### src/rtl/alu_issue_ctrl.sv
// Issue/retire stage around a combinational ALU: registers operands, captures result and flags.
// Optional accumulator chaining is built when ALU_ISSUE_ACC_EN is defined.
module alu_issue_ctrl #(
    parameter int W       = 8,
    parameter int COUNT_W = 16
) (
    input  logic               clk,
    input  logic               rst,
    input  logic               cmd_valid,
    output logic               cmd_ready,
    input  logic [2:0]         cmd_op,
    input  logic [W-1:0]       cmd_a,
    input  logic [W-1:0]       cmd_b,
    input  logic               cmd_use_acc,
    output logic [W-1:0]       alu_a,
    output logic [W-1:0]       alu_b,
    output logic [2:0]         alu_op,
    input  logic [W-1:0]       alu_y,
    input  logic               alu_zero,
    input  logic               alu_negative,
    input  logic               alu_carry,
    input  logic               alu_overflow,
    output logic               res_valid,
    input  logic               res_ready,
    output logic [W-1:0]       res_y,
    output logic [3:0]         res_flags,
    output logic [COUNT_W-1:0] op_count
);

    typedef enum logic [1:0] {IDLE, EXEC, DONE} state_t;

    state_t             state_q, state_d;
    logic [W-1:0]       alu_a_q, alu_a_d;
    logic [W-1:0]       alu_b_q, alu_b_d;
    logic [2:0]         alu_op_q, alu_op_d;
    logic [W-1:0]       res_y_q, res_y_d;
    logic [3:0]         res_flags_q, res_flags_d;
    logic               res_valid_q, res_valid_d;
    logic [COUNT_W-1:0] op_count_q, op_count_d;
    logic [W-1:0]       a_src;

`ifdef ALU_ISSUE_ACC_EN
    logic [W-1:0]       acc_q, acc_d;
    assign a_src = cmd_use_acc ? acc_q : cmd_a;
`else
    logic unused_use_acc;
    assign unused_use_acc = cmd_use_acc;
    assign a_src          = cmd_a;
`endif

    always_comb begin
        // NOTE: every _d defaults to its _q first, so no path through the case infers a latch.
        state_d     = state_q;
        alu_a_d     = alu_a_q;
        alu_b_d     = alu_b_q;
        alu_op_d    = alu_op_q;
        res_y_d     = res_y_q;
        res_flags_d = res_flags_q;
        res_valid_d = res_valid_q;
        op_count_d  = op_count_q;
`ifdef ALU_ISSUE_ACC_EN
        acc_d       = acc_q;
`endif
        case (state_q)
            IDLE: begin
                if (cmd_valid) begin
                    alu_a_d  = a_src;
                    alu_b_d  = cmd_b;
                    alu_op_d = cmd_op;
                    state_d  = EXEC;
                end
            end
            EXEC: begin
                // ALU has had a full cycle to settle on the registered operands.
                res_y_d     = alu_y;
                res_flags_d = {alu_zero, alu_negative, alu_carry, alu_overflow};
                res_valid_d = 1'b1;
`ifdef ALU_ISSUE_ACC_EN
                acc_d       = alu_y;
`endif
                state_d     = DONE;
            end
            DONE: begin
                if (res_ready) begin
                    res_valid_d = 1'b0;
                    op_count_d  = op_count_q + COUNT_W'(1);
                    state_d     = IDLE;
                end
            end
            default: state_d = IDLE;
        endcase
    end

    always_ff @(posedge clk or posedge rst) begin
        if (rst) begin
            state_q     <= IDLE;
            alu_a_q     <= '0;
            alu_b_q     <= '0;
            alu_op_q    <= '0;
            res_y_q     <= '0;
            res_flags_q <= '0;
            res_valid_q <= 1'b0;
            op_count_q  <= '0;
`ifdef ALU_ISSUE_ACC_EN
            acc_q       <= '0;
`endif
        end else begin
            // NOTE: non-blocking so every flop samples pre-edge values regardless of statement order.
            state_q     <= state_d;
            alu_a_q     <= alu_a_d;
            alu_b_q     <= alu_b_d;
            alu_op_q    <= alu_op_d;
            res_y_q     <= res_y_d;
            res_flags_q <= res_flags_d;
            res_valid_q <= res_valid_d;
            op_count_q  <= op_count_d;
`ifdef ALU_ISSUE_ACC_EN
            acc_q       <= acc_d;
`endif
        end
    end

    assign cmd_ready = (state_q == IDLE);
    assign alu_a     = alu_a_q;
    assign alu_b     = alu_b_q;
    assign alu_op    = alu_op_q;
    assign res_valid = res_valid_q;
    assign res_y     = res_y_q;
    assign res_flags = res_flags_q;
    assign op_count  = op_count_q;

endmodule

### config.mk
export PLATFORM = sky130hd
export DESIGN_NAME = alu_issue_ctrl
export DESIGN_NICKNAME = d
export VERILOG_FILES = /design/src/rtl/alu_issue_ctrl.sv
export SDC_FILE = /design/constraint.sdc
export NUM_CORES = 1
export LEC_CHECK = 0
export ABC_AREA = 0
export CORE_AREA = 2 2 72 74
export CTS_CLUSTER_SIZE = 8
export DETAILED_ROUTE_END_ITERATION = 16
export DIE_AREA = 0 0 74 76
export HOLD_SLACK_MARGIN = 0.03
export PLACE_DENSITY = 0.74
export SYNTH_ARGS = -nofsm -noshare
export SYNTH_HDL_FRONTEND = slang
export SYNTH_SLANG_ARGS = --single-unit
### constraint.sdc
create_clock -name clk -period 1.7 [get_ports clk]
set_input_delay 0.34 -clock clk [delete_from_list [all_inputs] [get_ports clk]]
set_output_delay 0.34 -clock clk [all_outputs]
set_load 0.01 [all_outputs]
==> flow_metrics.tcl <==
set metrics [dict create \
    cp.depth 1 \
    grt_start_max_net_pins 35 \
    antenna_left 0 \
    critPathBufInv 1 \
    synth-simple-area-share 0.108 \
    antenna_found_initial 0 \
    max_slew.worst_pin.slew_ns 0.290 \
    vdd_drop_max_v 0.000827 \
    cts_hold_buf 0 \
    dpl.cell_count 298 \
    drv_cap 0 \
    crit_type "reg2out" \
    dieArea_um2 5620 \
    worst_setup_path_end_kind "output port" \
    drtIter0Drc 53 \
    slew_violations 0 \
    period_minus_slack_ns 1.65 \
    leakagePower_nw 1.30 \
    rows 26 \
    postSynthAreaPerCell_um2 14.3 \
    dr.pass1.iters 4 \
    port_buffers 83 \
    final_cells 306 \
    timing.rr.start "state_q[0]" \
    critPathMaxFanout 5 \
    setup_viol 0 \
    hold_viol_final 0 \
    track_usage 0.153 \
    yosysUniqueCellTypes 23 \
    holdWs_ns 0.372 \
    skew_ns 0.00510 \
    power_mw 4.70 \
    synth_fa_ha_area_frac 0.00627 \
    crit_slowest_cell "clkdlybuf4s50_1" \
    coreArea_um2 4910 \
    grt_pass1_wl_um 6680 \
    required_ns 1.36 \
    diodes 0 \
    grt_setup_unrepaired "false" \
    h-tree-depth 2 \
    vias_per_cell 4.56 \
    num_vias 1394 \
    fmax_ghz 0.606 \
    grt_pass1_vias 1483 \
    io_pins 85 \
    drive_gt1_frac 0.242 \
    synthCells 140 \
    dp_hpwl_um 3030 \
    syn2layout_area_growth_pct 54.2 \
    initial_core_util 0.406 \
    crit_start "op_count[2]" \
    cts_setup_buffers 0 \
    rr_worst_depth 4 \
    die_h_um 76 \
    drcViolationCount 0 \
    hold_class "in2async" \
    cp_cell_sequence "clkdlybuf4s50_1" \
    cts_max_path_buffers 2 \
    grt_overflow 0 \
    arrival_ns 1.31 \
    worst_setup_path_start_kind "flop" \
    clk_latency_ns 0.29 \
    mostFrequentLayoutCells "82 x clkdlybuf4s50_1, 47 x dfrtp_1, 31 x mux2_2" \
    totalWireLength_um 4000 \
    syn_area_um2 2000 \
    synth_top_family_by_area "multiplexers" \
    ctsResizeCount 1 \
    fin_crit_sh 0.970 \
    die_w_um 74 \
    clkSinkCount 50 \
    design_area_um2 3080 \
    cp_slowest_stage_delay_ns 0.59 \
    gp_congestion 0.722 \
    synth_compound_area_frac 0.00502 \
    ys_warn_count 0 \
    cpLargestDelayFamily "buffers and inverters" \
    cts_tree "built" \
    final_common_cell "clkdlybuf4s50_1" \
    synthMuxAreaShare 0.175 \
    yosysSeqAreaShare 0.627 \
    power_density_nw_per_um2 1530 \
    r2r_slack_ns 0.29 \
    synth_seq_cells 50 \
    synth_xor_area_frac 0.0658 \
    root_buffer "clkbuf_8" \
    wl_per_cell_um 13.1 \
    clk_pin_slew_ns 0.09 \
    placed_cell_area_um2 2980 \
    syn_nets 177 \
    status "finished clean" \
    max_slew_margin 0.806 \
    final_net_count 272 \
    numCtsBuffers 5 \
]
registers in the layout (all words and copies together), names as in the netlist:
register / count
alu_a: 8
alu_b: 8
alu_op: 3
op_count: 16
res_flags: 4
res_valid: 1
res_y: 8
state_q: 2
synth_stat cells:
cell type	instances	area share
nor3b_1	1	0.0038
xnor2_1	12	0.053
a21oi_1	2	0.0050
nor3_2	2	0.010
ha_1	1	0.0063
mux2_2	31	0.17
nor2_2	1	0.0031
nor2_1	4	0.0075
nand3_1	6	0.015
nand4_1	3	0.0094
or2_4	1	0.0044
inv_1	3	0.0056
nor2b_1	1	0.0031
buf_2	3	0.0075
nand4_2	1	0.0063
dfrtp_1	50	0.63
and2_1	2	0.0063
nand2_1	9	0.017
and4_1	1	0.0044
nand3b_4	1	0.010
xor2_1	3	0.013
and3b_1	1	0.0044
or2_2	1	0.0031
kinds of logic after synthesis:
| kind of cell | Yosys count |
|---|---|
| flip-flops | 50 |
| AND/OR/NAND/NOR | 35 |
| multiplexers | 31 |
| XOR/XNOR | 15 |
| adder cells (fa/ha/maj) | 1 |
| buffers and inverters | 6 |
| AO/OA/AOI/OAI | 2 |
power by group:
part / switching, mW / internal, mW / total [mW]
logic: 0.743 / 1.34 / 2.09
clock network: 0.366 / 0.329 / 0.694
registers: 0.266 / 1.65 / 1.92
through the flow:
| stage | utilization | setup TNS [ns] | worst slack (ns) |
|---|---|---|---|
| after detailed placement | 0.607 | -0.0276 | -0.0151 |
| after global placement | 0.607 | 0 | 0.0119 |
| final | 0.627 | 0 | 0.0509 |
| after CTS | 0.626 | 0 | 0.0149 |
| after floorplan | - | 0 | 0.159 |
| after global routing | 0.627 | 0 | 0.0135 |
worst paths after layout:
kind,end
worst min-delay path,alu_a[5]
worst min register to register,op_count[15]
min in group clk,op_count[15]
worst max register to register,alu_b[1]
max in group asynchronous,alu_a[0]
worst max-delay path,op_count[2]
layout make-up:
type,count,area [um2]
inverter,3,11.3
sequential,50,1250
timing repair buffer,91,915
clock inverter,1,5.00
clock buffer,7,86.3
tap,70,87.6
fill,391,1830
multi-input combinational,84,718
metal layers:
metal | part of all wire | vias up | GRT usage
met4 | 0 | 0 | 0.0382
li1 | - | 664 | -
met5 | 0 | - | 0
met2 | 0.48 | 47 | 0.242
met3 | 0.069 | 0 | 0.0608
met1 | 0.45 | 683 | 0.195
(Power assumes the default switching activity.)
